===== config.mk =====
export PLATFORM = sky130hd
export DESIGN_NAME = dt_peak_scan
export DESIGN_NICKNAME = d
export VERILOG_FILES = /design/src/rtl/dt_pkg.sv /design/src/rtl/dt_peak_scan.sv
export SDC_FILE = /design/constraint.sdc
export NUM_CORES = 1
export LEC_CHECK = 0
export ABC_AREA = 1
export CORE_MARGIN = 2
export CORE_UTILIZATION = 50
export DETAILED_ROUTE_END_ITERATION = 10
export PLACE_DENSITY = 0.8
export SYNTH_ARGS = -nofsm -noshare
export SYNTH_HDL_FRONTEND = slang
export SYNTH_SLANG_ARGS = --single-unit

===== constraint.sdc =====
create_clock -name clk -period 2.3 [get_ports clk]
set_clock_uncertainty 0.15 [all_clocks]
set_input_delay 0.46 -clock clk [delete_from_list [all_inputs] [get_ports clk]]
set_output_delay 0.46 -clock clk [all_outputs]
set_load 0.01 [all_outputs]

===== src/rtl/dt_pkg.sv =====
// Shared constants and FSM state type for the distance-map peak scanner.
package dt_pkg;

  localparam int IMG_W  = 128;
  localparam int IMG_H  = 128;
  localparam int ADDR_W = 14;
  localparam int PIX_W  = 8;
  localparam int COL_W  = 7;
  localparam int ROW_W  = ADDR_W - COL_W;
  localparam int AREA_W = 15;

  localparam logic [ADDR_W-1:0] LAST_ADDR = 14'd16383;
  localparam logic [AREA_W-1:0] AREA_MAX  = 15'd16384;

  typedef enum logic [1:0] {
    IDLE  = 2'd0,
    READ  = 2'd1,
    DRAIN = 2'd2,
    DONE  = 2'd3
  } scan_state_e;

endpackage


===== src/rtl/dt_peak_scan.sv =====
// Single-pass scan of the 128x128 distance map: reports the first maximum and its position.
// Optional object-area counter enabled by defining DT_PEAK_AREA_EN.
module dt_peak_scan
  import dt_pkg::*;
(
  input  logic              clk,
  input  logic              reset,
  input  logic              start,
  output logic              res_rd,
  output logic [ADDR_W-1:0] res_addr,
  input  logic [PIX_W-1:0]  res_di,
  output logic              busy,
  output logic              done,
  output logic [PIX_W-1:0]  max_val,
  output logic [ROW_W-1:0]  max_row,
  output logic [COL_W-1:0]  max_col,
  output logic [AREA_W-1:0] area
);

  scan_state_e state_q, state_d;

  logic              scan_start;
  logic              last_issue;
  logic              smp_vld;
  logic [ADDR_W-1:0] smp_addr;

  assign scan_start = (state_q == IDLE) && start;
  assign last_issue = (state_q == READ) && (res_addr == LAST_ADDR);

  always_ff @(posedge clk or negedge reset) begin
    if (!reset) state_q <= IDLE;
    else        state_q <= state_d;
  end

  always_comb begin
    state_d = state_q;
    case (state_q)
      IDLE:    if (start) state_d = READ;
      READ:    if (last_issue) state_d = DRAIN;
      DRAIN:   state_d = DONE;
      DONE:    state_d = IDLE;
      default: state_d = IDLE;
    endcase
  end

  always_comb begin
    busy = (state_q == READ) || (state_q == DRAIN);
    done = (state_q == DONE);
  end

  // Address stays put after the last issue so the RAM port is quiet between scans.
  always_ff @(posedge clk or negedge reset) begin
    if (!reset) begin
      res_rd   <= 1'b0;
      res_addr <= '0;
    end else if (scan_start) begin
      res_rd   <= 1'b1;
      res_addr <= '0;
    end else if (last_issue) begin
      res_rd   <= 1'b0;
    end else if (state_q == READ) begin
      res_addr <= res_addr + 14'd1;
    end
  end

  // One-cycle delay lines up the issued address with the returned data.
  always_ff @(posedge clk or negedge reset) begin
    if (!reset) begin
      smp_vld  <= 1'b0;
      smp_addr <= '0;
    end else begin
      smp_vld  <= res_rd;
      smp_addr <= res_addr;
    end
  end

  // Strict greater-than keeps the earliest raster position on ties.
  always_ff @(posedge clk or negedge reset) begin
    if (!reset) begin
      max_val <= '0;
      max_row <= '0;
      max_col <= '0;
    end else if (scan_start) begin
      max_val <= '0;
      max_row <= '0;
      max_col <= '0;
    end else if (smp_vld && (res_di > max_val)) begin
      max_val <= res_di;
      max_row <= smp_addr[ADDR_W-1:COL_W];
      max_col <= smp_addr[COL_W-1:0];
    end
  end

`ifdef DT_PEAK_AREA_EN
  logic [AREA_W-1:0] area_q;

  always_ff @(posedge clk or negedge reset) begin
    if (!reset) begin
      area_q <= '0;
    end else if (scan_start) begin
      area_q <= '0;
    end else if (smp_vld && (res_di != '0) && (area_q != AREA_MAX)) begin
      area_q <= area_q + 15'd1;
    end
  end

  assign area = area_q;
`else
  assign area = '0;
`endif

endmodule


==> flow_metrics.env <==
export IMPL_wire_per_inst_um=12.8
export IMPL_grt_setup_unrepaired="no"
export IMPL_period_needed_ns=2.12
export IMPL_syn_inst=321
export IMPL_place_inst=435
export IMPL_grt_max_degree=52
export IMPL_final_cell_mix="nand2_1, dfrtp_1, clkdlybuf4s50_1, nand3_1, nand4_1"
export IMPL_pre_cts_ws_ns=-0.0190
export IMPL_fin_ws_ns=0.180
export IMPL_grt_pass1_wl_um=10200
export IMPL_gp_congestion=0.848
export IMPL_clk_latency_ns=0.31
export IMPL_antenna_found_initial=0
export IMPL_status="finished clean"
export IMPL_n_antenna_cell=0
export IMPL_setup_viol=0
export IMPL_die_w_um=78.3
export IMPL_routed_wirelength_um=5730
export IMPL_avgViaCountPerCell=5.11
export IMPL_fin_crit_sh=0.922
export IMPL_cts_made_buffers=5
export IMPL_setup_worst_path_class="reg -> out"
export IMPL_synth_top_area_share=0.490
export IMPL_dp_hpwl_um=4140
export IMPL_dieHeight_um=78.3
export IMPL_hold_path_class="reg -> reg"
export IMPL_coreArea_mm2=0.00541
export IMPL_cts_buffer_depth=2
export IMPL_drive_above_1_share=0.0853
export IMPL_start_kind="flop"
export IMPL_cts_root_buf="clkbuf_8"
export IMPL_nets=399
export IMPL_synth_top_area_cell="dfrtp_1"
export IMPL_cp_arrival_ns=1.51
export IMPL_syn_area_mm2=0.00276
export IMPL_ys_seq_area_frac=0.490
export IMPL_reg2reg_setup_slack_ns=0.30
export IMPL_drv_slew=0
export IMPL_power_density_mw_per_mm2=929
export IMPL_avgSynthCellArea_um2=8.60
export IMPL_drt_iter0_drc=143
export IMPL_numClockSinks=54
export IMPL_fp_row_count=27
export IMPL_path_max_fanout=3
export IMPL_ir_drop_mv=0.747
export IMPL_area_growth_pct=24.3
export IMPL_synth_seq_cells=54
export IMPL_cap_violations=0
export IMPL_vias=2285
export IMPL_port_buffer_count=49
export IMPL_fmax_mhz=472
export IMPL_drtAntennaViolNets=0
export IMPL_endpoint_kind="output port"
export IMPL_ys_warnings_count=0
export IMPL_initial_utilization=0.511
export IMPL_final_common_cell="nand2_1"
export IMPL_hold_slack_ns=0.273
export IMPL_dieArea_mm2=0.00613
export IMPL_synth_area_top_cells="dfrtp_1, nand2_1, nand4_1, nand3_1, ha_1"
export IMPL_drcViolationCount=0
export IMPL_ys_types=25
export IMPL_h_tree_depth=2
export IMPL_cts_clk_slew_worst_paths_ns=0.09
export IMPL_instances_no_fill=447
export IMPL_hold_viol_final=0
export IMPL_cts_tree="done"
export IMPL_required_ns=1.69
export IMPL_leakagePower_nw=1.73
export IMPL_dr_pass1_iters=4
export IMPL_grt_overflow_total=0
export IMPL_grt_pass1_vias=2247
export IMPL_grtUsageTotal=0.207
export IMPL_ios=65
==> kinds of logic after synthesis <==
family	Yosys count	synth area share
AND/OR/NAND/NOR	177	0.299
AO/OA/AOI/OAI	14	0.0313
buffers and inverters	57	0.102
flip-flops	54	0.490
other	1	0.00136
adder cells (fa/ha/maj)	14	0.0635
XOR/XNOR	4	0.0127
==> path summary, 6_finish.rpt <==
kind	start	end	cells past startpoint
setup / recovery	state_q[0]	done	3
hold / removal	res_rd	smp_vld	0
setup reg to reg	res_addr[0]	res_addr[7]	9
hold reg to reg	res_rd	smp_vld	0
max in group asynchronous	reset	smp_addr[7]	3
min in group asynchronous	reset	state_q[1]	2
==> per-layer routing <==
metal | vias up | share of wire | track usage
li1 | 1133 | - | -
met1 | 1077 | 0.44 | 0.269
met2 | 64 | 0.50 | 0.345
met3 | 11 | 0.050 | 0.0540
met4 | 0 | 0.011 | 0.0526
met5 | - | 0 | 0
==> through the flow <==
stage / util / total power (W) / TNS, ns / cell area, um^2
floorplan: - / 0.00210 / 0 / 2810
global placement: 0.613 / 0.00261 / 0 / 3310
detailed placement: 0.613 / 0.00267 / -0.0571 / 3310
CTS: 0.630 / 0.00319 / 0 / 3410
global route: 0.635 / 0.00345 / 0 / 3430
finish: 0.635 / 0.00319 / 0 / 3430
==> state kept, by name, summed over array words and instances, names as in the netlist <==
register  count
max_row       7
smp_vld       1
res_addr     14
res_rd        1
max_val       8
smp_addr     14
state_q       2
max_col       7
==> synthesized netlist by cell type (all sizes together) <==
cell    number
o21ai        6
o21bai       3
conb         1
nand3       36
a21oi        3
xor2         4
buf         22
nand3b       1
nor2        20
clkbuf       7
a21o         1
or2          2
ha          14
dfrtp       54
inv         28
nand2       87
a21boi       1
nand4       31
==> where the power goes <==
part | leakage, nW | internal [W] | switching (W)
combinational | 0.965 | 0.000632 | 0.000786
clock | 0.0452 | 0.000215 | 0.000301
sequential | 0.723 | 0.00111 | 0.000143
==> cell type report <==
type | count | area (um^2)
sequential | 54 | 1350
timing repair buffer | 61 | 618
clock buffer | 6 | 72.6
multi-input combinational | 224 | 1180
fill | 457 | 1970
inverter | 28 | 105
clock inverter | 2 | 13.8
tap | 72 | 90.1
==> worst max-delay path: stages, from the launching register on <==
cell             delay [ns]
dfrtp_1                0.41
buf_4                  0.14
ha_1                   0.18
clkdlybuf4s50_1        0.47
==> repair_timing <==
action	4_1_cts	5_1_grt
resized for setup	0	1
endpoints found under the hold margin	8	0
hold buffers	1	0
setup endpoints to repair	0	1
setup buffers	0	3
Note: power is estimated with default switching activity, not from simulation.
